### src/rtl/xmw_datapath_if.sv
// Decode-side and write-back-side signal bundle for xmw_datapath.
// master drives decode/ALU/control; slave is the datapath itself.
interface xmw_datapath_if #(
   parameter int XLEN = 32,
   parameter int RAW  = 5
);
   logic            d_valid_i;
   logic            d_ready_o;
   logic [RAW-1:0]  d_rs1_i;
   logic [RAW-1:0]  d_rs2_i;
   logic [RAW-1:0]  d_rd_i;
   logic            d_we_i;
   logic [XLEN-1:0] reg1_data_i;
   logic [XLEN-1:0] reg2_data_i;
   logic [XLEN-1:0] pc_val_d2_i;
   logic [XLEN-1:0] imm_signed_i;
   logic            d_op1_sel_i;
   logic            d_arith_op1_sel_i;
   logic            d_op2_sel_i;
   logic            d_arith_op2_sel_i;
   logic [2:0]      d_alu_sel_i;
   logic [XLEN-1:0] arith_out_i;
   logic [XLEN-1:0] logical_out_i;
   logic [XLEN-1:0] shift_out_i;
   logic            hold_i;
   logic            flush_i;
   logic [XLEN-1:0] x_op1_o;
   logic [XLEN-1:0] x_op2_o;
   logic [XLEN-1:0] x_arith_op1_o;
   logic [XLEN-1:0] x_arith_op2_o;
   logic [XLEN-1:0] m_alu_data_o;
   logic [XLEN-1:0] w_data_o;
   logic [RAW-1:0]  w_rd_o;
   logic            w_we_o;
   logic            hazard_o;

   modport master (
      output d_valid_i, d_rs1_i, d_rs2_i, d_rd_i, d_we_i,
      output reg1_data_i, reg2_data_i, pc_val_d2_i, imm_signed_i,
      output d_op1_sel_i, d_arith_op1_sel_i,
      output d_op2_sel_i, d_arith_op2_sel_i, d_alu_sel_i,
      output arith_out_i, logical_out_i, shift_out_i,
      output hold_i, flush_i,
      input  d_ready_o, x_op1_o, x_op2_o,
      input  x_arith_op1_o, x_arith_op2_o, m_alu_data_o,
      input  w_data_o, w_rd_o, w_we_o, hazard_o
   );

   modport slave (
      input  d_valid_i, d_rs1_i, d_rs2_i, d_rd_i, d_we_i,
      input  reg1_data_i, reg2_data_i, pc_val_d2_i, imm_signed_i,
      input  d_op1_sel_i, d_arith_op1_sel_i,
      input  d_op2_sel_i, d_arith_op2_sel_i, d_alu_sel_i,
      input  arith_out_i, logical_out_i, shift_out_i,
      input  hold_i, flush_i,
      output d_ready_o, x_op1_o, x_op2_o,
      output x_arith_op1_o, x_arith_op2_o, m_alu_data_o,
      output w_data_o, w_rd_o, w_we_o, hazard_o
   );
endinterface

### src/rtl/xmw_datapath.sv
// X/M/W pipeline datapath: operand capture, forwarding, write-back port.
// Define DATAPATH_FWD_EN to build forwarding; otherwise RAW hazards stall.
module xmw_datapath #(
   parameter int XLEN = 32,
   parameter int RAW  = 5
) (
   input logic           clk_i,
   input logic           rst_n_i,
   xmw_datapath_if.slave bus
);

   logic            x_valid, x_we;
   logic [RAW-1:0]  x_rd;
   logic [2:0]      x_alu_sel;
   logic [XLEN-1:0] x_pc, x_op1, x_op2, x_aop1, x_aop2;

   logic            m_valid, m_we;
   logic [RAW-1:0]  m_rd;
   logic [XLEN-1:0] m_data;

   logic            w_valid, w_we;
   logic [RAW-1:0]  w_rd;
   logic [XLEN-1:0] w_data;

   logic [XLEN-1:0] x_result;
   logic [XLEN-1:0] rs1_val, rs2_val;
   logic [XLEN-1:0] op1_nxt, op2_nxt, aop1_nxt, aop2_nxt;
   logic            hazard, ready, accept;

   function automatic logic hit(
      input logic           v,
      input logic           we,
      input logic [RAW-1:0] rd,
      input logic [RAW-1:0] rs
   );
      return v && we && (rd == rs) && (rs != '0);
   endfunction

   always_comb begin
      x_result = bus.arith_out_i;
      unique case (x_alu_sel)
         3'd1:    x_result = bus.logical_out_i;
         3'd2:    x_result = bus.shift_out_i;
         3'd3:    x_result = x_op1;
         3'd4:    x_result = x_pc;
         default: x_result = bus.arith_out_i;
      endcase
   end

`ifdef DATAPATH_FWD_EN
   // Youngest producer wins: X result, then M, then W, then regfile.
   always_comb begin
      rs1_val = bus.reg1_data_i;
      if (hit(x_valid, x_we, x_rd, bus.d_rs1_i))
         rs1_val = x_result;
      else if (hit(m_valid, m_we, m_rd, bus.d_rs1_i))
         rs1_val = m_data;
      else if (hit(w_valid, w_we, w_rd, bus.d_rs1_i))
         rs1_val = w_data;

      rs2_val = bus.reg2_data_i;
      if (hit(x_valid, x_we, x_rd, bus.d_rs2_i))
         rs2_val = x_result;
      else if (hit(m_valid, m_we, m_rd, bus.d_rs2_i))
         rs2_val = m_data;
      else if (hit(w_valid, w_we, w_rd, bus.d_rs2_i))
         rs2_val = w_data;
   end

   assign hazard = 1'b0;
`else
   logic use1, use2, dep1, dep2;

   assign rs1_val = bus.reg1_data_i;
   assign rs2_val = bus.reg2_data_i;

   assign use1 = !bus.d_op1_sel_i || !bus.d_arith_op1_sel_i;
   assign use2 = !bus.d_op2_sel_i || !bus.d_arith_op2_sel_i;

   assign dep1 = hit(x_valid, x_we, x_rd, bus.d_rs1_i)
              || hit(m_valid, m_we, m_rd, bus.d_rs1_i)
              || hit(w_valid, w_we, w_rd, bus.d_rs1_i);
   assign dep2 = hit(x_valid, x_we, x_rd, bus.d_rs2_i)
              || hit(m_valid, m_we, m_rd, bus.d_rs2_i)
              || hit(w_valid, w_we, w_rd, bus.d_rs2_i);

   assign hazard = bus.d_valid_i
                && ((use1 && dep1) || (use2 && dep2));
`endif

   assign op1_nxt  = bus.d_op1_sel_i       ? bus.pc_val_d2_i  : rs1_val;
   assign aop1_nxt = bus.d_arith_op1_sel_i ? bus.pc_val_d2_i  : rs1_val;
   assign op2_nxt  = bus.d_op2_sel_i       ? bus.imm_signed_i : rs2_val;
   assign aop2_nxt = bus.d_arith_op2_sel_i ? bus.imm_signed_i : rs2_val;

   assign ready  = !bus.hold_i && !hazard;
   assign accept = ready && bus.d_valid_i && !bus.flush_i;

   always_ff @(posedge clk_i or negedge rst_n_i) begin
      if (!rst_n_i) begin
         x_valid   <= 1'b0;
         x_we      <= 1'b0;
         x_rd      <= '0;
         x_alu_sel <= '0;
         x_pc      <= '0;
         x_op1     <= '0;
         x_op2     <= '0;
         x_aop1    <= '0;
         x_aop2    <= '0;
      end else if (!bus.hold_i) begin
         x_valid <= accept;
         if (accept) begin
            x_we      <= bus.d_we_i;
            x_rd      <= bus.d_rd_i;
            x_alu_sel <= bus.d_alu_sel_i;
            x_pc      <= bus.pc_val_d2_i;
            x_op1     <= op1_nxt;
            x_op2     <= op2_nxt;
            x_aop1    <= aop1_nxt;
            x_aop2    <= aop2_nxt;
         end
      end else if (bus.flush_i) begin
         // a flush still kills X while everything else is frozen
         x_valid <= 1'b0;
      end
   end

   always_ff @(posedge clk_i or negedge rst_n_i) begin
      if (!rst_n_i) begin
         m_valid <= 1'b0;
         m_we    <= 1'b0;
         m_rd    <= '0;
         m_data  <= '0;
         w_valid <= 1'b0;
         w_we    <= 1'b0;
         w_rd    <= '0;
         w_data  <= '0;
      end else if (!bus.hold_i) begin
         m_valid <= x_valid;
         m_we    <= x_we;
         m_rd    <= x_rd;
         m_data  <= x_result;
         w_valid <= m_valid;
         w_we    <= m_we;
         w_rd    <= m_rd;
         w_data  <= m_data;
      end
   end

   assign bus.d_ready_o     = ready;
   assign bus.hazard_o      = hazard;
   assign bus.x_op1_o       = x_op1;
   assign bus.x_op2_o       = x_op2;
   assign bus.x_arith_op1_o = x_aop1;
   assign bus.x_arith_op2_o = x_aop2;
   assign bus.m_alu_data_o  = m_data;
   assign bus.w_data_o      = w_data;
   assign bus.w_rd_o        = w_rd;
   assign bus.w_we_o        = w_valid && w_we && (w_rd != '0);

endmodule

### src/flat_wrapper.sv
// flat-port wrapper written by rule: the top's interface ports become plain ports
module xmw_datapath_flat 
#(
   parameter int XLEN = 32,
   parameter int RAW  = 5
)
  (clk_i, rst_n_i, bus_d_valid_i, bus_d_rs1_i, bus_d_rs2_i, bus_d_rd_i, bus_d_we_i, bus_reg1_data_i, bus_reg2_data_i, bus_pc_val_d2_i, bus_imm_signed_i, bus_d_op1_sel_i, bus_d_arith_op1_sel_i, bus_d_op2_sel_i, bus_d_arith_op2_sel_i, bus_d_alu_sel_i, bus_arith_out_i, bus_logical_out_i, bus_shift_out_i, bus_hold_i, bus_flush_i, bus_d_ready_o, bus_x_op1_o, bus_x_op2_o, bus_x_arith_op1_o, bus_x_arith_op2_o, bus_m_alu_data_o, bus_w_data_o, bus_w_rd_o, bus_w_we_o, bus_hazard_o);
  xmw_datapath_if #(.XLEN(XLEN), .RAW(RAW)) bus_i ();
  input logic clk_i;
  input logic rst_n_i;
  input wire logic [$bits(bus_i.d_valid_i)-1:0] bus_d_valid_i;
  input wire logic [$bits(bus_i.d_rs1_i)-1:0] bus_d_rs1_i;
  input wire logic [$bits(bus_i.d_rs2_i)-1:0] bus_d_rs2_i;
  input wire logic [$bits(bus_i.d_rd_i)-1:0] bus_d_rd_i;
  input wire logic [$bits(bus_i.d_we_i)-1:0] bus_d_we_i;
  input wire logic [$bits(bus_i.reg1_data_i)-1:0] bus_reg1_data_i;
  input wire logic [$bits(bus_i.reg2_data_i)-1:0] bus_reg2_data_i;
  input wire logic [$bits(bus_i.pc_val_d2_i)-1:0] bus_pc_val_d2_i;
  input wire logic [$bits(bus_i.imm_signed_i)-1:0] bus_imm_signed_i;
  input wire logic [$bits(bus_i.d_op1_sel_i)-1:0] bus_d_op1_sel_i;
  input wire logic [$bits(bus_i.d_arith_op1_sel_i)-1:0] bus_d_arith_op1_sel_i;
  input wire logic [$bits(bus_i.d_op2_sel_i)-1:0] bus_d_op2_sel_i;
  input wire logic [$bits(bus_i.d_arith_op2_sel_i)-1:0] bus_d_arith_op2_sel_i;
  input wire logic [$bits(bus_i.d_alu_sel_i)-1:0] bus_d_alu_sel_i;
  input wire logic [$bits(bus_i.arith_out_i)-1:0] bus_arith_out_i;
  input wire logic [$bits(bus_i.logical_out_i)-1:0] bus_logical_out_i;
  input wire logic [$bits(bus_i.shift_out_i)-1:0] bus_shift_out_i;
  input wire logic [$bits(bus_i.hold_i)-1:0] bus_hold_i;
  input wire logic [$bits(bus_i.flush_i)-1:0] bus_flush_i;
  output wire logic [$bits(bus_i.d_ready_o)-1:0] bus_d_ready_o;
  output wire logic [$bits(bus_i.x_op1_o)-1:0] bus_x_op1_o;
  output wire logic [$bits(bus_i.x_op2_o)-1:0] bus_x_op2_o;
  output wire logic [$bits(bus_i.x_arith_op1_o)-1:0] bus_x_arith_op1_o;
  output wire logic [$bits(bus_i.x_arith_op2_o)-1:0] bus_x_arith_op2_o;
  output wire logic [$bits(bus_i.m_alu_data_o)-1:0] bus_m_alu_data_o;
  output wire logic [$bits(bus_i.w_data_o)-1:0] bus_w_data_o;
  output wire logic [$bits(bus_i.w_rd_o)-1:0] bus_w_rd_o;
  output wire logic [$bits(bus_i.w_we_o)-1:0] bus_w_we_o;
  output wire logic [$bits(bus_i.hazard_o)-1:0] bus_hazard_o;
  assign bus_i.d_valid_i = bus_d_valid_i;
  assign bus_i.d_rs1_i = bus_d_rs1_i;
  assign bus_i.d_rs2_i = bus_d_rs2_i;
  assign bus_i.d_rd_i = bus_d_rd_i;
  assign bus_i.d_we_i = bus_d_we_i;
  assign bus_i.reg1_data_i = bus_reg1_data_i;
  assign bus_i.reg2_data_i = bus_reg2_data_i;
  assign bus_i.pc_val_d2_i = bus_pc_val_d2_i;
  assign bus_i.imm_signed_i = bus_imm_signed_i;
  assign bus_i.d_op1_sel_i = bus_d_op1_sel_i;
  assign bus_i.d_arith_op1_sel_i = bus_d_arith_op1_sel_i;
  assign bus_i.d_op2_sel_i = bus_d_op2_sel_i;
  assign bus_i.d_arith_op2_sel_i = bus_d_arith_op2_sel_i;
  assign bus_i.d_alu_sel_i = bus_d_alu_sel_i;
  assign bus_i.arith_out_i = bus_arith_out_i;
  assign bus_i.logical_out_i = bus_logical_out_i;
  assign bus_i.shift_out_i = bus_shift_out_i;
  assign bus_i.hold_i = bus_hold_i;
  assign bus_i.flush_i = bus_flush_i;
  assign bus_d_ready_o = bus_i.d_ready_o;
  assign bus_x_op1_o = bus_i.x_op1_o;
  assign bus_x_op2_o = bus_i.x_op2_o;
  assign bus_x_arith_op1_o = bus_i.x_arith_op1_o;
  assign bus_x_arith_op2_o = bus_i.x_arith_op2_o;
  assign bus_m_alu_data_o = bus_i.m_alu_data_o;
  assign bus_w_data_o = bus_i.w_data_o;
  assign bus_w_rd_o = bus_i.w_rd_o;
  assign bus_w_we_o = bus_i.w_we_o;
  assign bus_hazard_o = bus_i.hazard_o;
  xmw_datapath #(.XLEN(XLEN), .RAW(RAW)) u_core (.clk_i(clk_i), .rst_n_i(rst_n_i), .bus(bus_i));
endmodule
### config.mk
export PLATFORM = sky130hd
export DESIGN_NAME = xmw_datapath_flat
export DESIGN_NICKNAME = d
export VERILOG_FILES = /design/src/rtl/xmw_datapath_if.sv /design/src/rtl/xmw_datapath.sv /design/src/flat_wrapper.sv
export SDC_FILE = /design/constraint.sdc
export NUM_CORES = 1
export LEC_CHECK = 0
export CAP_MARGIN = 20
export CELL_PAD_IN_SITES_DETAIL_PLACEMENT = 2
export CELL_PAD_IN_SITES_GLOBAL_PLACEMENT = 2
export CORE_MARGIN = 5
export CORE_UTILIZATION = 31
export DETAILED_ROUTE_END_ITERATION = 16
export PLACE_DENSITY_LB_ADDON = 0.1
export SYNTH_ARGS = -nofsm -noshare
export SYNTH_HDL_FRONTEND = slang
export SYNTH_SLANG_ARGS = --single-unit
### constraint.sdc
create_clock -name clk_i -period 3.82 [get_ports clk_i]
set_input_delay 0.764 -clock clk_i [delete_from_list [all_inputs] [get_ports clk_i]]
set_output_delay 0.764 -clock clk_i [all_outputs]
set_load 0.05 [all_outputs]
==> flow_metrics.tcl <==
set metrics [dict create \
    pwr_density_cell_mw_per_mm2 603 \
    firstDrtPassIters 4 \
    grt_max_degree 79 \
    post_drt_wl_per_cell_um 24.6 \
    layout-drive-gt1-share 0.252 \
    area_growth_pct 49.2 \
    setup_viol 0 \
    cts_resized 0 \
    path_max_fanout 4 \
    synth_cell_types 26 \
    first_global_vias 11100 \
    p_sw_w 0.00448 \
    period_share 0.972 \
    yosys.area_share.adder 0 \
    die-width_um 211 \
    ys_ff_latch 248 \
    hold_buffers 0 \
    final_max_slew_viol_count 0 \
    yosys-top-cells-area "dfrtp_1, mux2_2, mux2_1, mux4_2, o21ai_0" \
    start_util 0.314 \
    fin_skew_ps 12.0 \
    comb_power_share 0.408 \
    period_needed_ps 3710 \
    hp-class "in -> async" \
    worst_setup_path_end_kind "primary output" \
    path_clk_slew_ps 60 \
    dp_cells 1878 \
    portBuffers 451 \
    overflow 0 \
    vias 9711 \
    cellLeakagePower_nw 7.38 \
    clock_latency_ps 570 \
    drc 0 \
    htreeDepth 1 \
    instances_no_fill 1940 \
    arrival_ps 2950 \
    synthFlopType "dfrtp_1" \
    cts_tree "done" \
    clockBufferDepth 3 \
    ios 452 \
    nNetsFinal 1638 \
    synth_top_cell_area_share 0.498 \
    cts_made_buffers 31 \
    p_int_w 0.00674 \
    hpwl_um 35300 \
    tightest_slew_ps 763 \
    maxSlewHeadroom 0.490 \
    grt_pass1_wl_um 71900 \
    fin_ws_ps 108 \
    dpl_worst_slack_ps 66.3 \
    antenna_found_initial 14 \
    synth_top_family_by_area "multiplexers" \
    cts_sinks 248 \
    worstSetupStartpointType "primary input" \
    die_h_um 211 \
    hold_viol 0 \
    avgSynthCellArea_um2 13.1 \
    rows 73 \
    switching_share 0.399 \
    drv_cap 0 \
    synthSimpleGateAreaFrac 0.0441 \
    synth-edff-count 0 \
    ys_seq_area_frac 0.498 \
    fin_setup_tns_ps 0 \
    cp_data_required_time_ps 3060 \
    seq_power_share 0.333 \
    max_freq_mhz 269 \
    synth_mux_area_frac 0.368 \
    status "finished clean" \
    syn_nets 1201 \
    gp_congestion 0.797 \
    syn_inst 949 \
    crit_type "in -> out" \
    p_clk_frac 0.259 \
    viasPerCell 5.01 \
    fp.coreArea_mm2 0.0397 \
    ant_nets 0 \
    synth.cell_area_mm2 0.0125 \
    wl_um 47800 \
    grt_use_total 0.210 \
    synth_compound_area_frac 0.0438 \
    vdd_ir_drop_max_v 0.000351 \
    yosysTopAreaCell "dfrtp_1" \
    rsz0062_at_grt "no" \
    synth_xor_area_frac 0.0211 \
    dieArea_mm2 0.0443 \
    cts-root-buf "clkbuf_16" \
    drt_iter0_markers 336 \
    synth-warning-count 0 \
    ys_async_sr_fraction 1.00 \
    cts_setup_buffers 0 \
    fillerInstances 3916 \
]
-- sequential cells by signal (all words and copies together), names as in the netlist --
signal / cells
u_core.bus.x_arith_op1_o: 32
u_core.x_rd: 5
u_core.bus.x_arith_op2_o: 32
u_core.bus.x_op2_o: 32
u_core.m_valid: 1
u_core.w_valid: 1
u_core.m_we: 1
u_core.m_rd: 5
u_core.bus.m_alu_data_o: 32
u_core.bus.w_data_o: 32
u_core.bus.x_op1_o: 32
u_core.x_alu_sel: 3
u_core.bus.w_rd_o: 5
u_core.x_pc: 32
u_core.x_we: 1
u_core.x_valid: 1
u_core.w_we: 1
-- final timing paths --
path | slack [ps] | start | cells past startpoint | endpoint
setup / recovery | 110 | bus_d_rs1_i[2] | 8 | bus_d_ready_o
hold / removal | 160 | rst_n_i | 1 | u_core.bus.w_data_o[2]
setup reg to reg | 1130 | u_core.bus.w_rd_o[1] | 8 | u_core.bus.x_arith_op2_o[19]
hold reg to reg | 480 | u_core.bus.x_op2_o[10] | 1 | u_core.bus.x_op2_o[10]
max in group asynchronous | 2740 | rst_n_i | 2 | u_core.x_pc[30]
min in group clk_i | 480 | u_core.bus.x_op2_o[10] | 1 | u_core.bus.x_op2_o[10]
-- critical path, cell delays in order --
cell	delay, ps
clkdlybuf4s50_1	600
xnor2_1	150
nand4_1	110
or3_1	370
a221oi_2	430
o21a_1	250
nor2_1	60
buf_4	220
-- routing by layer --
metal,track usage,vias to the layer above,share of wire
met5,0,-,0.0019
li1,-,4330,-
met1,0.259,5016,0.41
met4,0.0487,14,0.017
met2,0.357,287,0.50
met3,0.0707,64,0.079
-- final cells by class --
| class | count | area [µm²] | share of cell area |
|---|---|---|---|
| sequential | 248 | 6210 | 0.334 |
| clock inverter | 11 | 82.6 | 0.00444 |
| multi-input combinational | 631 | 5960 | 0.320 |
| clock buffer | 45 | 928 | 0.0499 |
| antenna | 6 | 15.0 | 0.000807 |
| timing repair buffer | 474 | 4750 | 0.255 |
| tap | 525 | 657 | 0.0353 |
-- through the flow --
step | hold WS, ps | util | total power, W | instance area, µm²
global route | 175 | 0.468 | 0.0117 | 18600
CTS | 157 | 0.468 | 0.0114 | 18600
floorplan | 468 | - | 0.00645 | 12500
finish | 158 | 0.468 | 0.0112 | 18600
global placement | 466 | 0.442 | 0.00831 | 17600
detailed placement | 475 | 0.442 | 0.00839 | 17600
-- cells in the mapped netlist (10+ instances only) --
cell type	n
mux4_2	32
mux2_2	233
nand3_1	32
clkbuf_1	47
xor2_1	22
dfrtp_1	248
nand2_1	68
buf_4	13
o21ai_0	96
nor2_1	10
mux2_1	110
-- power by group through the flow --
stage                     Sequential, W  Combinational (W)  Clock, W
after global placement          0.00376            0.00455         0
after global routing            0.00384            0.00478   0.00312
after detailed placement        0.00379            0.00461         0
after CTS                       0.00375            0.00464   0.00301
final                           0.00374            0.00457   0.00291
after floorplan                 0.00535            0.00110         0
-- logic make-up (layout without fill, tap and decap cells) --
kind of cell | count (synthesis) | after routing
AOI/OAI and AO/OA | 103 | 103
xor gates and xnor gates | 30 | 30
buffers and inverters | 70 | 530
DFF | 248 | 248
muxes | 375 | 375
other | 0 | 6
and+or+nand+nor | 123 | 123
-- placed cells by master, fill, tap and decap left out, types with 2 or more instances in the layout --
| cell | count |
|---|---|
| nand3_1 | 32 |
| nand2_1 | 68 |
| buf_4 | 19 |
| xor2_1 | 22 |
| clkdlybuf4s50_1 | 443 |
| buf_12 | 7 |
| clkbuf_8 | 10 |
| nor2_1 | 9 |
| mux2_2 | 233 |
| nor4_1 | 4 |
| o21ai_0 | 96 |
| clkinv_2 | 9 |
| buf_2 | 4 |
| mux2_1 | 110 |
| a22oi_1 | 2 |
| clkbuf_1 | 4 |
| xnor2_1 | 8 |
| nand4_1 | 2 |
| or4_1 | 2 |
| dfrtp_1 | 245 |
| or3_1 | 2 |
| diode_2 | 6 |
| dfrtp_2 | 2 |
| mux4_2 | 32 |
| clkbuf_16 | 31 |
(Power assumes the default switching activity.)
